===== src/rtl/mem_access_unit.sv =====
// Load/store unit between EX and the data memory: range check, a fixed-latency
// strobe window, and a held load response towards writeback.
module mem_access_unit #(
  parameter int unsigned MEM_LATENCY = 1
) (
  input  logic        clk,
  input  logic        rst,
  input  logic        in_req_valid,
  output logic        out_req_ready,
  input  logic        in_req_write,
  input  logic [31:0] in_req_addr,
  input  logic [31:0] in_req_data,
  input  logic [5:0]  in_req_rd,
  output logic        out_mem_read,
  output logic        out_mem_write,
  output logic [31:0] out_mem_addr,
  output logic [31:0] out_mem_data,
  input  logic [31:0] in_mem_rdata,
  output logic        out_resp_valid,
  output logic [31:0] out_resp_data,
  output logic [5:0]  out_resp_rd,
  output logic        out_resp_err,
  input  logic        in_resp_ready,
  output logic        out_store_done,
  output logic        out_stall
);

  localparam int unsigned CNT_W  = 4;
  localparam int unsigned DATA_W = 32;
  localparam int unsigned RD_W   = 6;

  typedef enum logic [1:0] {IDLE, ACCESS, ERR, RESP} state_t;

  state_t              r_state;
  state_t              w_next;
  logic [CNT_W-1:0]    r_cnt;
  logic                r_write;
  logic                r_err;
  logic [DATA_W-1:0]   r_addr;
  logic [DATA_W-1:0]   r_data;
  logic [RD_W-1:0]     r_rd;
  logic [DATA_W-1:0]   r_resp_data;
  logic                r_store_done;

  logic w_accept;
  logic w_addr_err;
  logic w_final;

  assign w_accept   = in_req_valid && (r_state == IDLE);
  assign w_addr_err = (in_req_addr[31:16] != 16'h0000);
  assign w_final    = (r_state == ACCESS) && (r_cnt == '0);

  // State register
  always_ff @(posedge clk) begin
    if (rst) r_state <= IDLE;
    else     r_state <= w_next;
  end

  // Next-state logic
  always_comb begin
    w_next = r_state;
    case (r_state)
      IDLE:    if (w_accept) w_next = w_addr_err ? ERR : ACCESS;
      ACCESS:  if (w_final) w_next = r_write ? IDLE : RESP;
      ERR:     w_next = RESP;
      RESP:    if (in_resp_ready) w_next = IDLE;
      default: w_next = IDLE;
    endcase
  end

  // Request latch, latency counter and response capture
  always_ff @(posedge clk) begin
    if (rst) begin
      r_cnt        <= '0;
      r_write      <= 1'b0;
      r_err        <= 1'b0;
      r_addr       <= '0;
      r_data       <= '0;
      r_rd         <= '0;
      r_resp_data  <= '0;
      r_store_done <= 1'b0;
    end else begin
      r_store_done <= w_final && r_write;
      if (w_accept) begin
        r_write <= in_req_write;
        r_err   <= w_addr_err;
        r_addr  <= in_req_addr;
        r_data  <= in_req_data;
        r_rd    <= in_req_rd;
        r_cnt   <= CNT_W'(MEM_LATENCY - 1);
      end else if ((r_state == ACCESS) && (r_cnt != '0)) begin
        r_cnt <= r_cnt - CNT_W'(1);
      end
      if (w_final && !r_write) r_resp_data <= in_mem_rdata;
      else if (r_state == ERR) r_resp_data <= '0;
    end
  end

  // Outputs decode the registered state; only the stall term looks at in_req_valid
  assign out_req_ready  = (r_state == IDLE);
  assign out_mem_read   = (r_state == ACCESS) && !r_write;
  assign out_mem_write  = (r_state == ACCESS) && r_write;
  assign out_mem_addr   = r_addr;
  assign out_mem_data   = r_data;
  assign out_resp_valid = (r_state == RESP);
  assign out_resp_err   = (r_state == RESP) && r_err;
  assign out_resp_data  = r_resp_data;
  assign out_resp_rd    = r_rd;
  assign out_store_done = r_store_done;
  assign out_stall      = (r_state != IDLE) ||
                          (in_req_valid && (r_state == IDLE) && (w_next != IDLE));

endmodule


===== config.mk =====
export PLATFORM = sky130hd
export DESIGN_NAME = mem_access_unit
export DESIGN_NICKNAME = d
export VERILOG_FILES = /design/src/rtl/mem_access_unit.sv
export SDC_FILE = /design/constraint.sdc
export NUM_CORES = 1
export LEC_CHECK = 0
export CORE_ASPECT_RATIO = 1.25
export CORE_MARGIN = 3
export CORE_UTILIZATION = 35
export DETAILED_ROUTE_END_ITERATION = 8
export GPL_TIMING_DRIVEN = 0
export MAX_ROUTING_LAYER = met4
export PLACE_DENSITY = 0.82
export SLEW_MARGIN = 20
export SYNTH_ARGS = -nofsm -noshare
export SYNTH_HDL_FRONTEND = slang
export SYNTH_SLANG_ARGS = --single-unit
export TNS_END_PERCENT = 5

===== constraint.sdc =====
create_clock -name clk -period 1.7 [get_ports clk]
set_clock_uncertainty 0.2 [all_clocks]
set_input_delay 0.255 -clock clk [delete_from_list [all_inputs] [get_ports clk]]
set_output_delay 0.255 -clock clk [all_outputs]
set_load 0.05 [all_outputs]

==> flow_summary.ini <==
[worst_setup_path]
crit_path_end = out_mem_read
r2r_cells = 7
crit_path_start_kind = flip-flop
critPathCaptureType = primary output
timing.critical_path.arrival_ns = 1.41
startpoint = r_write$_SDFFE_PP0N_
ff_to_ff_start = r_cnt[0]$_SDFFE_PP0P_
crit_required_ns = 1.24
criticalPathCategory = flip-flop to primary output
timing.critical_path.fanout_max = 3
r2r_end = out_resp_data[18]$_SDFFE_PP0P_
reg2reg_slack_ns = -0.14

[timing]
finalSetupTns_ns = -2.95
final.min_clock_period_ns = 1.87
setup_repair_after_global_routing_missed_its_margin = yes
timing_max_transition_violations_final = 0
fmax_mhz = 535
setup_viol = 36
final_min_period_over_clock_period_pct = 110
slew_headroom_pct = 60.3
hold_slack_ns = 0.167
tightestPinTransition_ns = 0.596
finalHoldViolCount = 0
postLayoutSetupSlackWorst_ns = -0.169

[global_routing]
grt_antenna_before_repair = 0
leftover_overflow_at_the_end_of_global_routing = 0
first_global_vias = 4215
grt_max_degree = 18
global_route_wire_length_before_repair_mm = 21.4
gr-usage-all-layers_pct = 19.8

[route]
drt_drc_violations_left = 0
avgViaCountPerCell = 4.82
post_drt_wl_per_cell_um = 15.3
antenna_violating_nets_post_route = 0
wirelength_mm = 14.1
first_iteration_detailed_routing_drc_count = 215
detail_route.first_pass.iterations = 4
via_count = 4426

[synthesis]
yosys_warnings = 0
post_synth_inst_count = 514
netlist_area_sq_um = 4370
synth_fp_nets = 623
register_area_share_after_synthesis_pct = 50.9
yosysUniqueCellTypes = 31
ys_seq_elements = 111
post_synth.cell_area_avg_sq_um = 8.50

[min_path]
min-delay-path-class = input pin to flip-flop
hold_start = rst

[power_and_ir_drop]
power.total_mw = 8.56
internal_power_mw = 5.28
power_density_nw_per_um2 = 1200
switching_share_pct = 38.2
leakagePower_nw = 2.77
power_switching_mw = 3.27
combinational_share_of_power_pct = 38.6
power.share.sequential_pct = 35.8
worst_ir_drop_vdd_mv = 0.572
share_clk_of_total_power_pct = 25.5

[die]
vertical_die_dimension_um = 131
chipWidth_um = 106
coreArea_sq_um = 12200
initial_core_utilization_pct = 35.9
floorplan.die_area_sq_um = 13900
std_cell_rows = 45
ios = 216

[run_status]
violations = negative setup slack
run_status = finished, violations left

[clock_network]
ctsLongestPathBuffers = 2
cts_tree = yes
cts_hold_buf = 0
cts_sinks = 111
h-tree-depth = 3
cts.root.buffer_cell = clkbuf_16
clkTransAtPathRegs_ns = 0.07
worstSkewPairLatency_ns = 0.34
tritoncts_buffer_count = 9

[layout]
final_cell_mix = nand2_1 (142), a21oi_1 (108), dfxtp_1 (106)
area_delta_synth_final_pct = 62.8
final_cells = 918
drive_gt1_share_pct = 13.7
final_nets = 858
count_of_inserted_antenna_diode_cells = 0
fillerInstances = 1177
mostFrequentLayoutCell = nand2_1

[placement]
gp_routability_congestion = 0.785
port-buffer-count = 214
hpwlAfterDp_mm = 10.3
placed_cells_incl_taps = 892

[job]
max_cap_viol_count = 0
-- power by group through the flow --
stage / registers [mW] / logic (mW) / clock network (mW)
3_3_place_gp: 3.11 / 3.37 / 0
4_1_cts: 3.05 / 3.29 / 2.25
5_1_grt: 3.10 / 3.51 / 2.36
2_1_floorplan: 4.11 / 1.19 / 0
3_5_place_dp: 3.12 / 3.40 / 0
6_report: 3.06 / 3.31 / 2.19
-- worst min path at each step --
stage                                    end  cells past startpoint
3_3_place_gp   out_mem_data[12]$_SDFFE_PP0N_                      2
4_1_cts         out_mem_addr[1]$_SDFFE_PP0N_                      2
6_report        out_mem_addr[1]$_SDFFE_PP0N_                      2
3_5_place_dp    out_mem_addr[1]$_SDFFE_PP0N_                      2
2_1_floorplan           r_write$_SDFFE_PP0N_                      2
5_1_grt                r_state[0]$_SDFF_PP0_                      2
-- flip-flops by register name, summed over array words and instances (netlist names) --
signal and flops:
out_mem_addr 32, out_mem_data 32, out_resp_data 32, out_resp_rd 6, out_store_done 1, r_cnt 4, r_err 1, r_state 2
r_write 1
-- critical path, cell delays in order, from the launching register on --
cell and delay, ns:
dfxtp_2 0.34, or3b_4 0.45, clkinv_8 0.06, buf_8 0.09, buf_8 0.13
-- cells in the mapped netlist --
| cell type | number | share of area (%) |
|---|---|---|
| or3_1 | 2 | 0.29 |
| buf_2 | 8 | 0.92 |
| nor2_1 | 3 | 0.26 |
| o211ai_1 | 32 | 5.5 |
| or3b_1 | 3 | 0.60 |
| and2b_1 | 1 | 0.17 |
| o21ai_0 | 3 | 0.34 |
| a21oi_1 | 108 | 12 |
| o22ai_1 | 1 | 0.14 |
| clkinv_4 | 1 | 0.20 |
| dfxtp_1 | 111 | 51 |
| and2_1 | 2 | 0.29 |
| o2bb2ai_1 | 1 | 0.20 |
| clkbuf_1 | 12 | 1.0 |
| nor4_1 | 4 | 0.57 |
| nand2b_1 | 3 | 0.43 |
| buf_6 | 20 | 5.2 |
| and3_1 | 1 | 0.14 |
| nand3_1 | 33 | 3.8 |
| or4_1 | 2 | 0.34 |
| inv_1 | 3 | 0.26 |
| nand2b_4 | 1 | 0.32 |
| nor3b_1 | 1 | 0.17 |
| and4_1 | 1 | 0.20 |
| ha_1 | 2 | 0.57 |
| buf_4 | 7 | 1.2 |
| a211oi_1 | 2 | 0.34 |
| nand2_1 | 142 | 12 |
| a21boi_0 | 1 | 0.17 |
| nor3b_2 | 2 | 0.57 |
| a311oi_2 | 1 | 0.34 |
-- cells by family after synthesis --
logic type                 share of synthesized area, %
AOI/OAI and AO/OA                                  19.4
adders and majority gates                         0.573
DFF                                                50.9
buffers and inverters                              8.77
and+or+nand+nor                                    20.3
-- layer usage --
layer  vias up  share of wire, %  track usage [%]
li1       2228                 -                -
met1      2028                40             22.7
met2       160                52             34.6
met3        10               6.9             5.31
met4         0               1.1             5.49
met5         -                 0                -
-- through the flow --
step           area, sq um  util, %  setup WS (ns)
2_1_floorplan         4370        -         0.0153
3_3_place_gp          6710     55.2         -0.673
3_5_place_dp          6710     55.2         -0.678
4_1_cts               6970     57.3         -0.277
5_1_grt               7110     58.5         -0.209
6_report              7110     58.5         -0.169
-- final cells by class --
class,instances,area [sq um],share of cell area [%]
buffer,46,377,5.30
clock buffer,12,256,3.61
clock inverter,4,53.8,0.757
inverter,4,27.5,0.387
multi-input combinational,352,1800,25.4
sequential,111,2230,31.3
tap,164,205,2.89
timing repair buffer,225,2160,30.4
-- what timing repair did --
action                                  4_1_cts  5_1_grt
pin swaps                                     5       14
hold endpoints to repair                      0        0
cloned                                        0        3
endpoints found under the setup margin      144      173
resized for setup                           161      113
setup buffers                                 4        4
Note: power is estimated with default switching activity, not from simulation.
